<file path="src/rtl/spi_reg_bridge_if.sv">
// Byte-level link between the SPI slave shifter and the register bridge.
// The master side supplies chip select and received bytes; the bridge returns the next byte to shift out.
interface spi_reg_bridge_if;
  logic       cs_n;
  logic       rx_valid;
  logic [7:0] rx_byte;
  logic [7:0] tx_byte;

  modport master (output cs_n, output rx_valid, output rx_byte, input tx_byte);
  modport slave  (input cs_n, input rx_valid, input rx_byte, output tx_byte);
endinterface

</file>
<file path="src/rtl/spi_reg_bridge.sv">
// Turns SPI frames (command byte, then auto-incrementing data bytes) into accesses on a small 8-bit register bank.
// Address 7'h7F accepts only the 8'h00 "clear oob_err" write; other data written there is dropped.
module spi_reg_bridge #(
  parameter int         NUM_REGS    = 4,
  parameter logic [7:0] STATUS_BYTE = 8'hA5,
  parameter logic [7:0] REG_RESET   = 8'h00
) (
  input  logic                  clk,
  input  logic                  rst_n,
  spi_reg_bridge_if.slave       bus,
  output logic [NUM_REGS*8-1:0] reg_out,
  output logic                  wr_strobe,
  output logic [6:0]            wr_addr,
  output logic                  oob_err
);

  localparam logic [7:0] NUM_REGS_W   = 8'(NUM_REGS);
  localparam logic [6:0] OOB_CLR_ADDR = 7'h7F;

  typedef enum logic [1:0] {IDLE = 2'd0, CMD = 2'd1, DATA = 2'd2} state_t;

  state_t     state_reg, state_next;
  logic [7:0] tx_reg, tx_next;
  logic [6:0] addr_reg, addr_next;
  logic       rw_reg, rw_next;
  logic       wr_strobe_reg, wr_strobe_next;
  logic [6:0] wr_addr_reg, wr_addr_next;
  logic       oob_reg, oob_next;
  logic       wr_en;

  logic [7:0] regs_reg [NUM_REGS];

  logic [6:0] cmd_addr;
  logic [6:0] addr_inc;
  logic       cmd_in_range, cur_in_range, inc_in_range;
  logic [7:0] cmd_rd_data, inc_rd_data;

  assign cmd_addr     = bus.rx_byte[6:0];
  assign addr_inc     = addr_reg + 7'd1;
  assign cmd_in_range = ({1'b0, cmd_addr} < NUM_REGS_W);
  assign cur_in_range = ({1'b0, addr_reg} < NUM_REGS_W);
  assign inc_in_range = ({1'b0, addr_inc} < NUM_REGS_W);

  // Unmatched addresses fall through to 8'h00, which is exactly the out-of-range read value.
  always_comb begin
    cmd_rd_data = 8'h00;
    inc_rd_data = 8'h00;
    for (int i = 0; i < NUM_REGS; i++) begin
      if (cmd_addr == 7'(i)) cmd_rd_data = regs_reg[i];
      if (addr_inc == 7'(i)) inc_rd_data = regs_reg[i];
    end
  end

  always_ff @(posedge clk) begin
    if (!rst_n) state_reg <= IDLE;
    else        state_reg <= state_next;
  end

  always_comb begin
    state_next = state_reg;
    case (state_reg)
      IDLE:    if (!bus.cs_n) state_next = CMD;
      CMD: begin
        if (bus.cs_n)          state_next = IDLE;
        else if (bus.rx_valid) state_next = DATA;
      end
      DATA:    if (bus.cs_n) state_next = IDLE;
      default: state_next = IDLE;
    endcase
  end

  always_comb begin
    tx_next        = tx_reg;
    addr_next      = addr_reg;
    rw_next        = rw_reg;
    wr_en          = 1'b0;
    wr_strobe_next = 1'b0;
    wr_addr_next   = wr_addr_reg;
    oob_next       = oob_reg;
    case (state_reg)
      IDLE: tx_next = STATUS_BYTE;
      CMD: begin
        if (bus.cs_n) begin
          tx_next = STATUS_BYTE;
        end else if (bus.rx_valid) begin
          rw_next   = bus.rx_byte[7];
          addr_next = cmd_addr;
          tx_next   = bus.rx_byte[7] ? 8'h00 : cmd_rd_data;
          if (!cmd_in_range) oob_next = 1'b1;
        end
      end
      DATA: begin
        if (bus.cs_n) begin
          tx_next = STATUS_BYTE;
        end else if (bus.rx_valid) begin
          addr_next = addr_inc;
          if (rw_reg) begin
            tx_next = 8'h00;
            if (addr_reg == OOB_CLR_ADDR && bus.rx_byte == 8'h00) begin
              oob_next = 1'b0;
            end else if (cur_in_range && addr_reg != OOB_CLR_ADDR) begin
              wr_en          = 1'b1;
              wr_strobe_next = 1'b1;
              wr_addr_next   = addr_reg;
            end else if (!cur_in_range) begin
              oob_next = 1'b1;
            end
          end else begin
            tx_next = inc_rd_data;
            if (!inc_in_range) oob_next = 1'b1;
          end
        end
      end
      default: tx_next = STATUS_BYTE;
    endcase
  end

  always_ff @(posedge clk) begin
    if (!rst_n) begin
      tx_reg        <= STATUS_BYTE;
      addr_reg      <= 7'd0;
      rw_reg        <= 1'b0;
      wr_strobe_reg <= 1'b0;
      wr_addr_reg   <= 7'd0;
      oob_reg       <= 1'b0;
    end else begin
      tx_reg        <= tx_next;
      addr_reg      <= addr_next;
      rw_reg        <= rw_next;
      wr_strobe_reg <= wr_strobe_next;
      wr_addr_reg   <= wr_addr_next;
      oob_reg       <= oob_next;
    end
  end

  always_ff @(posedge clk) begin
    if (!rst_n) begin
      for (int i = 0; i < NUM_REGS; i++) regs_reg[i] <= REG_RESET;
    end else if (wr_en) begin
      for (int i = 0; i < NUM_REGS; i++)
        if (addr_reg == 7'(i)) regs_reg[i] <= bus.rx_byte;
    end
  end

  genvar gi;
  generate
    for (gi = 0; gi < NUM_REGS; gi++) begin : g_reg_view
      assign reg_out[gi*8 +: 8] = regs_reg[gi];
    end
  endgenerate

  assign bus.tx_byte = tx_reg;
  assign wr_strobe   = wr_strobe_reg;
  assign wr_addr     = wr_addr_reg;
  assign oob_err     = oob_reg;

endmodule

</file>
<file path="src/flat_wrapper.sv">
// flat-port wrapper written by rule: the top's interface ports become plain ports
module spi_reg_bridge_flat 
#(
  parameter int         NUM_REGS    = 4,
  parameter logic [7:0] STATUS_BYTE = 8'hA5,
  parameter logic [7:0] REG_RESET   = 8'h00
)
  (clk, rst_n, reg_out, wr_strobe, wr_addr, oob_err, bus_cs_n, bus_rx_valid, bus_rx_byte, bus_tx_byte);
  spi_reg_bridge_if bus_i ();
  input  logic clk;
  input  logic rst_n;
  output logic [NUM_REGS*8-1:0] reg_out;
  output logic wr_strobe;
  output logic [6:0] wr_addr;
  output logic oob_err;
  input wire logic [$bits(bus_i.cs_n)-1:0] bus_cs_n;
  input wire logic [$bits(bus_i.rx_valid)-1:0] bus_rx_valid;
  input wire logic [$bits(bus_i.rx_byte)-1:0] bus_rx_byte;
  output wire logic [$bits(bus_i.tx_byte)-1:0] bus_tx_byte;
  assign bus_i.cs_n = bus_cs_n;
  assign bus_i.rx_valid = bus_rx_valid;
  assign bus_i.rx_byte = bus_rx_byte;
  assign bus_tx_byte = bus_i.tx_byte;
  spi_reg_bridge #(.NUM_REGS(NUM_REGS), .STATUS_BYTE(STATUS_BYTE), .REG_RESET(REG_RESET)) u_core (.clk(clk), .rst_n(rst_n), .bus(bus_i), .reg_out(reg_out), .wr_strobe(wr_strobe), .wr_addr(wr_addr), .oob_err(oob_err));
endmodule
</file>
<file path="config.mk">
export PLATFORM = sky130hd
export DESIGN_NAME = spi_reg_bridge_flat
export DESIGN_NICKNAME = d
export VERILOG_FILES = /design/src/rtl/spi_reg_bridge_if.sv /design/src/rtl/spi_reg_bridge.sv /design/src/flat_wrapper.sv
export SDC_FILE = /design/constraint.sdc
export NUM_CORES = 1
export LEC_CHECK = 0
export ABC_AREA = 1
export CELL_PAD_IN_SITES_DETAIL_PLACEMENT = 1
export CELL_PAD_IN_SITES_GLOBAL_PLACEMENT = 1
export CORE_ASPECT_RATIO = 0.75
export CORE_MARGIN = 2
export CORE_UTILIZATION = 38
export CTS_CLUSTER_SIZE = 40
export DETAILED_ROUTE_END_ITERATION = 6
export GPL_TIMING_DRIVEN = 0
export PLACE_DENSITY = 0.89
export RECOVER_POWER = 100
export SLEW_MARGIN = 20
export SYNTH_ARGS = -nofsm -noshare
export SYNTH_HDL_FRONTEND = slang
export SYNTH_SLANG_ARGS = --single-unit
</file>
<file path="constraint.sdc">
create_clock -name clk -period 3 [get_ports clk]
set_clock_uncertainty 0.15 [all_clocks]
set_input_delay 0.6 -clock clk [delete_from_list [all_inputs] [get_ports clk]]
set_output_delay 0.6 -clock clk [all_outputs]
set_load 0.02 [all_outputs]
</file>
==> results.yml, run 1 <==
timing:
  setup_tns_ns: 0
  fin_crit_ns: 2.83
  fmax_mhz: 354
  setup_violations: 0
  rsz0062_at_grt: "false"
  drv_slew: 0
  timing.slew.headroom_pct: 45.5
  period_share_pct: 94.2
  hold_viol_final: 0
  worstMarginPinSlew_ns: 0.812
min_path:
  hold_depth: 2
  hp-class: "reg -> reg"
drt:
  wire_per_inst_um: 18.0
  vias_per_cell: 5.40
  ant_nets: 0
  drt-initial-drc-count: 235
  wl_met2_mm: 5.84
  top_layer: "met4"
  drc: 5
  wl_met3_um: 667
  totalWireLength_mm: 11.9
  firstDrtPassIters: 7
  num_vias: 3545
  route.layer.met1.wl_mm: 5.05
worst_setup_path:
  cpMostUsedCell: "clkbuf_1"
  r2r_cells: 12
  cp-start-kind: "input pin"
  cp_cell_sequence: "dlygate4sd3_1, clkbuf_1, clkbuf_1, o21ai_1"
  slowest_delay_ns: 0.57
  cp_top_family: "buffers and inverters"
  endpoint_kind: "flop"
  cp_max_fo: 10
  criticalPathCategory: "in -> reg"
  cp.depth: 4
  cp_num_buf_inv: 3
  critPathRequiredTime_ns: 2.82
  critPathSlowestCell: "dlygate4sd3_1"
  cp.arrival_ns: 2.64
die:
  core_um2: 8560
  die_w_um: 113
  die_h_um: 85.8
  die_area_um2: 9690
  pin_count: 61
  start_util_pct: 39.6
  row_count: 29
logic_synthesis:
  yosys.cell_types.count: 30
  ys_ff_latch: 59
  yosysSeqAreaShare_pct: 44.3
  netlist_area_um2: 3390
  syn_nets: 493
  syn_area_per_cell_um2: 7.16
  yosys_warnings: 0
  syn_inst: 473
power:
  p_sw_uw: 651
  p_sw_share_pct: 28.8
  ir_drop_mv: 0.342
  comb_power_share_pct: 16.4
  leakage_uw: 0.00208
  power_frac_clock_pct: 43.2
  power.internal_uw: 1610
  p_seq_share_pct: 40.4
  power.density_nw_per_um2: 512
  finalPower_uw: 2260
cts:
  clk_latency_ns: 0.33
  postCtsSetupBuffers: 0
  ctsHoldBuffers: 0
  clock_tree.root_cell: "clkbuf_16"
  cts_sinks: 59
  cts_tree: "built"
  clk_pin_slew_worst_paths_ns: 0.05
  cts_max_path_buffers: 2
  cts_buffers: 9
  cts_htree_levels: 3
grt:
  grt_pass1_vias: 3752
  grt_usage_pct: 25.3
  overflow: 0
  grt_start_max_net_pins: 12
  grt_antenna_before_repair: 0
  grt_first_pass_wirelength_mm: 18.8
status:
  status: "complete, but fails checks"
  violations: "DRC"
layout:
  diodes: 0
  fillers: 1110
  layout.nets: 564
  finalInstanceArea_um2: 4410
  largest_reg_flops: 32
  syn2layout_area_growth_pct: 30.2
  drive_gt1_share_pct: 6.19
place:
  hpwl_mm: 8.75
  io_buffers: 60
  globalplace.congestion: 0.839
  placed_area_um2: 4120
run:
  drv_cap: 0
## synthesized netlist by cell type (all sizes together)
| cell | count | area (um2) |
|---|---|---|
| nor2 | 73 | 289 |
| o21bai | 1 | 7.51 |
| nand3 | 33 | 175 |
| a31oi | 3 | 18.8 |
| o21ai | 35 | 175 |
| clkinv | 2 | 7.51 |
| nand4 | 15 | 93.8 |
| dfxtp | 27 | 541 |
| nand2 | 115 | 434 |
| clkbuf | 8 | 30.0 |
| edfxtp | 32 | 961 |
| nor3 | 8 | 45.0 |
| or2 | 2 | 12.5 |
| o22ai | 2 | 12.5 |
| inv | 73 | 274 |
| ha | 8 | 100 |
| a21oi | 25 | 125 |
| a221oi | 5 | 43.8 |
| and2 | 1 | 8.76 |
| buf | 5 | 32.5 |
## cell families after synthesis
logic type | after synthesis | share of synthesized area, %
AOI/OAI and AO/OA | 71 | 11.3
adders and majority gates | 8 | 2.96
buffers and inverters | 88 | 10.2
DFF | 59 | 44.3
and+or+nand+nor | 247 | 31.3
## layout by cell type (no fill, tap or decap), drive strengths merged
cell and instances:
nand2 115, inv 74, nor2 73, dlygate4sd3 51, o21ai 35, nand3 33, edfxtp 32, dfxtp 27
a21oi 25, clkbuf 20, nand4 15, clkdlybuf4s50 9, nor3 8, ha 8, a221oi 5, buf 5
clkinv 4, a31oi 3, o22ai 2, or2 2, o21bai 1, and2 1, clkinvlp 1
## what timing repair did
action	CTS	global route
endpoints found under the hold margin	0	0
resized for setup	1	4
endpoints found under the setup margin	8	24
## final cells by class
type | count | area (um2) | area share (%)
multi-input cells | 326 | 1550 | 35.1
clock inverters | 4 | 23.8 | 0.539
repair buffers | 60 | 601 | 13.6
flip-flops and latches | 59 | 1500 | 34.0
inverters | 75 | 282 | 6.38
clock buffers | 12 | 258 | 5.84
plain buffers | 13 | 62.6 | 1.42
well taps | 108 | 135 | 3.06
## path summary, 6_finish.rpt
check / from / end / slack, ns
worst min-delay path: u_core.wr_addr[0] / u_core.wr_addr[0] / 0.30
worst min register to register: u_core.wr_addr[0] / u_core.wr_addr[0] / 0.30
worst max register to register: u_core.addr_reg[1] / u_core.bus.tx_byte[7] / 0.26
worst max-delay path: rst_n / u_core.regs_reg[0][14] / 0.17
## tightest hold or removal path: stages (launching register included)
cell     delay [ns]
dfxtp_1        0.31
inv_1          0.05
a21oi_1        0.05
## power by group through the flow
| stage | Clock (uW) | Sequential, uW | Combinational [uW] |
|---|---|---|---|
| after floorplan | 0 | 949 | 197 |
| after global placement | 0 | 927 | 348 |
| after detailed placement | 0 | 928 | 367 |
| after CTS | 979 | 913 | 373 |
| after global routing | 1020 | 916 | 405 |
| final | 977 | 912 | 371 |
## routing by layer
metal  up-vias  GRT usage [%]
li1       1677              -
met1      1730           31.2
met2       112           43.9
met3        26           5.58
met4         0           9.09
met5         -              0
## through the flow
stage / hold WS, ns / instances / util [%] / worst slack [ns]
final: 0.303 / 657 / 51.5 / 0.173
after global routing: 0.325 / 657 / 51.5 / 0.0295
after CTS: 0.311 / 657 / 51.4 / 0.0164
after detailed placement: 0.298 / 641 / 48.1 / -0.457
after global placement: 0.286 / 641 / 48.1 / -0.506
after floorplan: 0.306 / 473 / - / 0.662
Power figures use the tool's default switching activity.
==> run 2, diff against run 1 <==
--- a/config.mk
+++ b/config.mk
@@ -6,6 +6,7 @@
 export NUM_CORES = 1
 export LEC_CHECK = 0
 export ABC_AREA = 1
+export CAP_MARGIN = 20
 export CELL_PAD_IN_SITES_DETAIL_PLACEMENT = 1
 export CELL_PAD_IN_SITES_GLOBAL_PLACEMENT = 1
 export CORE_ASPECT_RATIO = 0.75
==> constraint.sdc (replaced) <==
create_clock -name clk -period 3 [get_ports clk]
set_clock_uncertainty 0.15 [all_clocks]
set_input_delay 0.9 -clock clk [delete_from_list [all_inputs] [get_ports clk]]
set_output_delay 0.9 -clock clk [all_outputs]
set_load 0.02 [all_outputs]
==> results.yml, run 2 (same netlist as run 1, synthesis figures left out) <==
drt:
  drt-initial-drc-count: 208
  num_vias: 3579
  ant_nets: 0
  totalWireLength_mm: 12.1
  vias_per_cell: 5.44
  firstDrtPassIters: 7
  wire_per_inst_um: 18.3
  drc: 5
layout:
  syn2layout_area_growth_pct: 32.4
  final_cell_mix: "113 x nand2_1, 68 x nor2_1, 64 x inv_1"
  fillers: 1101
  multiInputGateArea_um2: 1600
  regArea_um2: 1500
  drive_gt1_share_pct: 9.09
  largest_reg_flops: 32
  diodes: 0
  layout.nets: 565
  final_common_cell: "nand2_1"
  finalInstanceArea_um2: 4490
  fin_util_pct: 52.4
power:
  power.density_nw_per_um2: 507
  leakage_uw: 0.00211
  ir_drop_mv: 0.347
cts:
  clock_tree.root_cell: "clkbuf_16"
  clk_latency_ns: 0.34
  cts_tree: "built"
  cts_buffers: 9
  cts_max_path_buffers: 2
  cts_sinks: 59
  clk_pin_slew_worst_paths_ns: 0.05
  cts_htree_levels: 3
grt:
  met3_usage_pct: 5.23
  grt_start_max_net_pins: 12
  grt_first_pass_wirelength_mm: 18.9
  grt_busiest_layer: "met2"
  overflow: 0
  grt_antenna_before_repair: 0
  use_met2_pct: 44.1
  groute.layer.met1.usage_pct: 31.2
  grt_usage_pct: 25.3
  grt_pass1_vias: 3765
run:
  drv_cap: 0
place:
  globalplace.congestion: 0.839
  placed_area_um2: 4120
  hpwl_mm: 8.75
  io_buffers: 60
die:
  start_util_pct: 39.6
  pin_count: 61
  core_um2: 8560
  die_w_um: 113
  die_h_um: 85.8
  row_count: 29
  die_area_um2: 9690
worst_setup_path:
  r2r_cells: 13
  criticalPathCategory: "in -> reg"
  critPathSlowestCell: "clkdlybuf4s50_1"
  cp-startpoint: "bus_cs_n"
  r2r_slack_ns: 0.31
  rr_startpoint: "u_core.addr_reg[1]"
  reg2reg_to: "u_core.bus.tx_byte[3]"
  cp_max_fo: 10
  cp.arrival_ns: 2.72
  slowest_delay_ns: 0.54
  cp-start-kind: "input pin"
  cp_cell_sequence: "clkdlybuf4s50_1, nor2_1, nand3_1, clkbuf_2, o21ai_4"
  endpoint_kind: "flop"
  critPathRequiredTime_ns: 2.85
timing:
  period_share_pct: 95.5
  fmax_mhz: 349
  hold_viol_final: 0
  setup_violations: 0
  fin_crit_ns: 2.87
  whs_ns: 0.302
  timing.slew.headroom_pct: 63.8
  worstMarginPinSlew_ns: 0.543
  drv_slew: 0
status:
  status: "complete, but fails checks"
  violations: "DRC"
min_path:
  min_from: "u_core.wr_addr[0]"
  hold_path_end: "u_core.wr_addr[0]"
  hp-class: "reg -> reg"
  hold_depth: 2
## run 2: cell types whose count changed in the layout (fill, tap and decap cells not counted), moves of 2 or more
| cell | change |
|---|---|
| clkbuf_1 | -3 |
| clkbuf_2 | +3 |
| inv_1 | -5 |
| inv_2 | +5 |
| nand3_1 | -2 |
| nand3_2 | +2 |
| nor3_1 | -2 |
| nor3_2 | +2 |
| o21ai_0 | -2 |
| o21ai_2 | -2 |
| o21ai_4 | +3 |
## run 2: worst max-delay path by stage
stage	slack, ns	to
after floorplan	0.39	u_core.regs_reg[0][16]
after global placement	-0.81	u_core.regs_reg[0][2]
after detailed placement	-0.76	u_core.regs_reg[0][29]
after CTS	-0.03	u_core.regs_reg[0][6]
after global routing	-0.01	u_core.addr_reg[6]
final	0.13	u_core.regs_reg[0][21]
## run 2: what timing repair did
item,4_1_cts,5_1_grt
pin swaps,0,1
hold buffers,0,0
resized for setup,7,18
buffers inserted,0,1
setup endpoints to repair,28,40
## run 2: worst max-delay path: cells and delay by family
kind                   cells  cell delay [ns]
buffers and inverters      2             0.88
AND/OR/NAND/NOR            2             0.57
AO/OA/AOI/OAI              1             0.36
## run 2: final cells by class
cell class | count | share of cell area, %
flip-flops and latches | 59 | 33.5
well taps | 108 | 3.01
repair buffers | 61 | 13.8
clock buffers | 12 | 5.75
multi-input cells | 326 | 35.6
inverters | 75 | 6.28
clock inverters | 4 | 0.530
plain buffers | 13 | 1.48
## run 2: per-layer routing
metal	vias up	wire, um
met5	-	0
met4	0	289
met3	25	640
met2	120	6080
met1	1754	5050
li1	1680	-
## run 2: through the flow
stage / total power, uW / std cells / setup WS, ns / setup TNS (ns)
CTS: 2270 / 657 / -0.0316 / -0.229
floorplan: 1150 / 473 / 0.391 / 0
global route: 2350 / 658 / -0.0132 / -0.0141
detailed placement: 1300 / 641 / -0.757 / -21.10
finish: 2270 / 658 / 0.134 / 0
global placement: 1270 / 641 / -0.806 / -22.93
## run 2: report_power, final
| part | internal, uW | total, uW | switching (uW) |
|---|---|---|---|
| Sequential | 883 | 911 | 28.3 |
| Clock | 606 | 979 | 373 |
| Combinational | 124 | 383 | 259 |
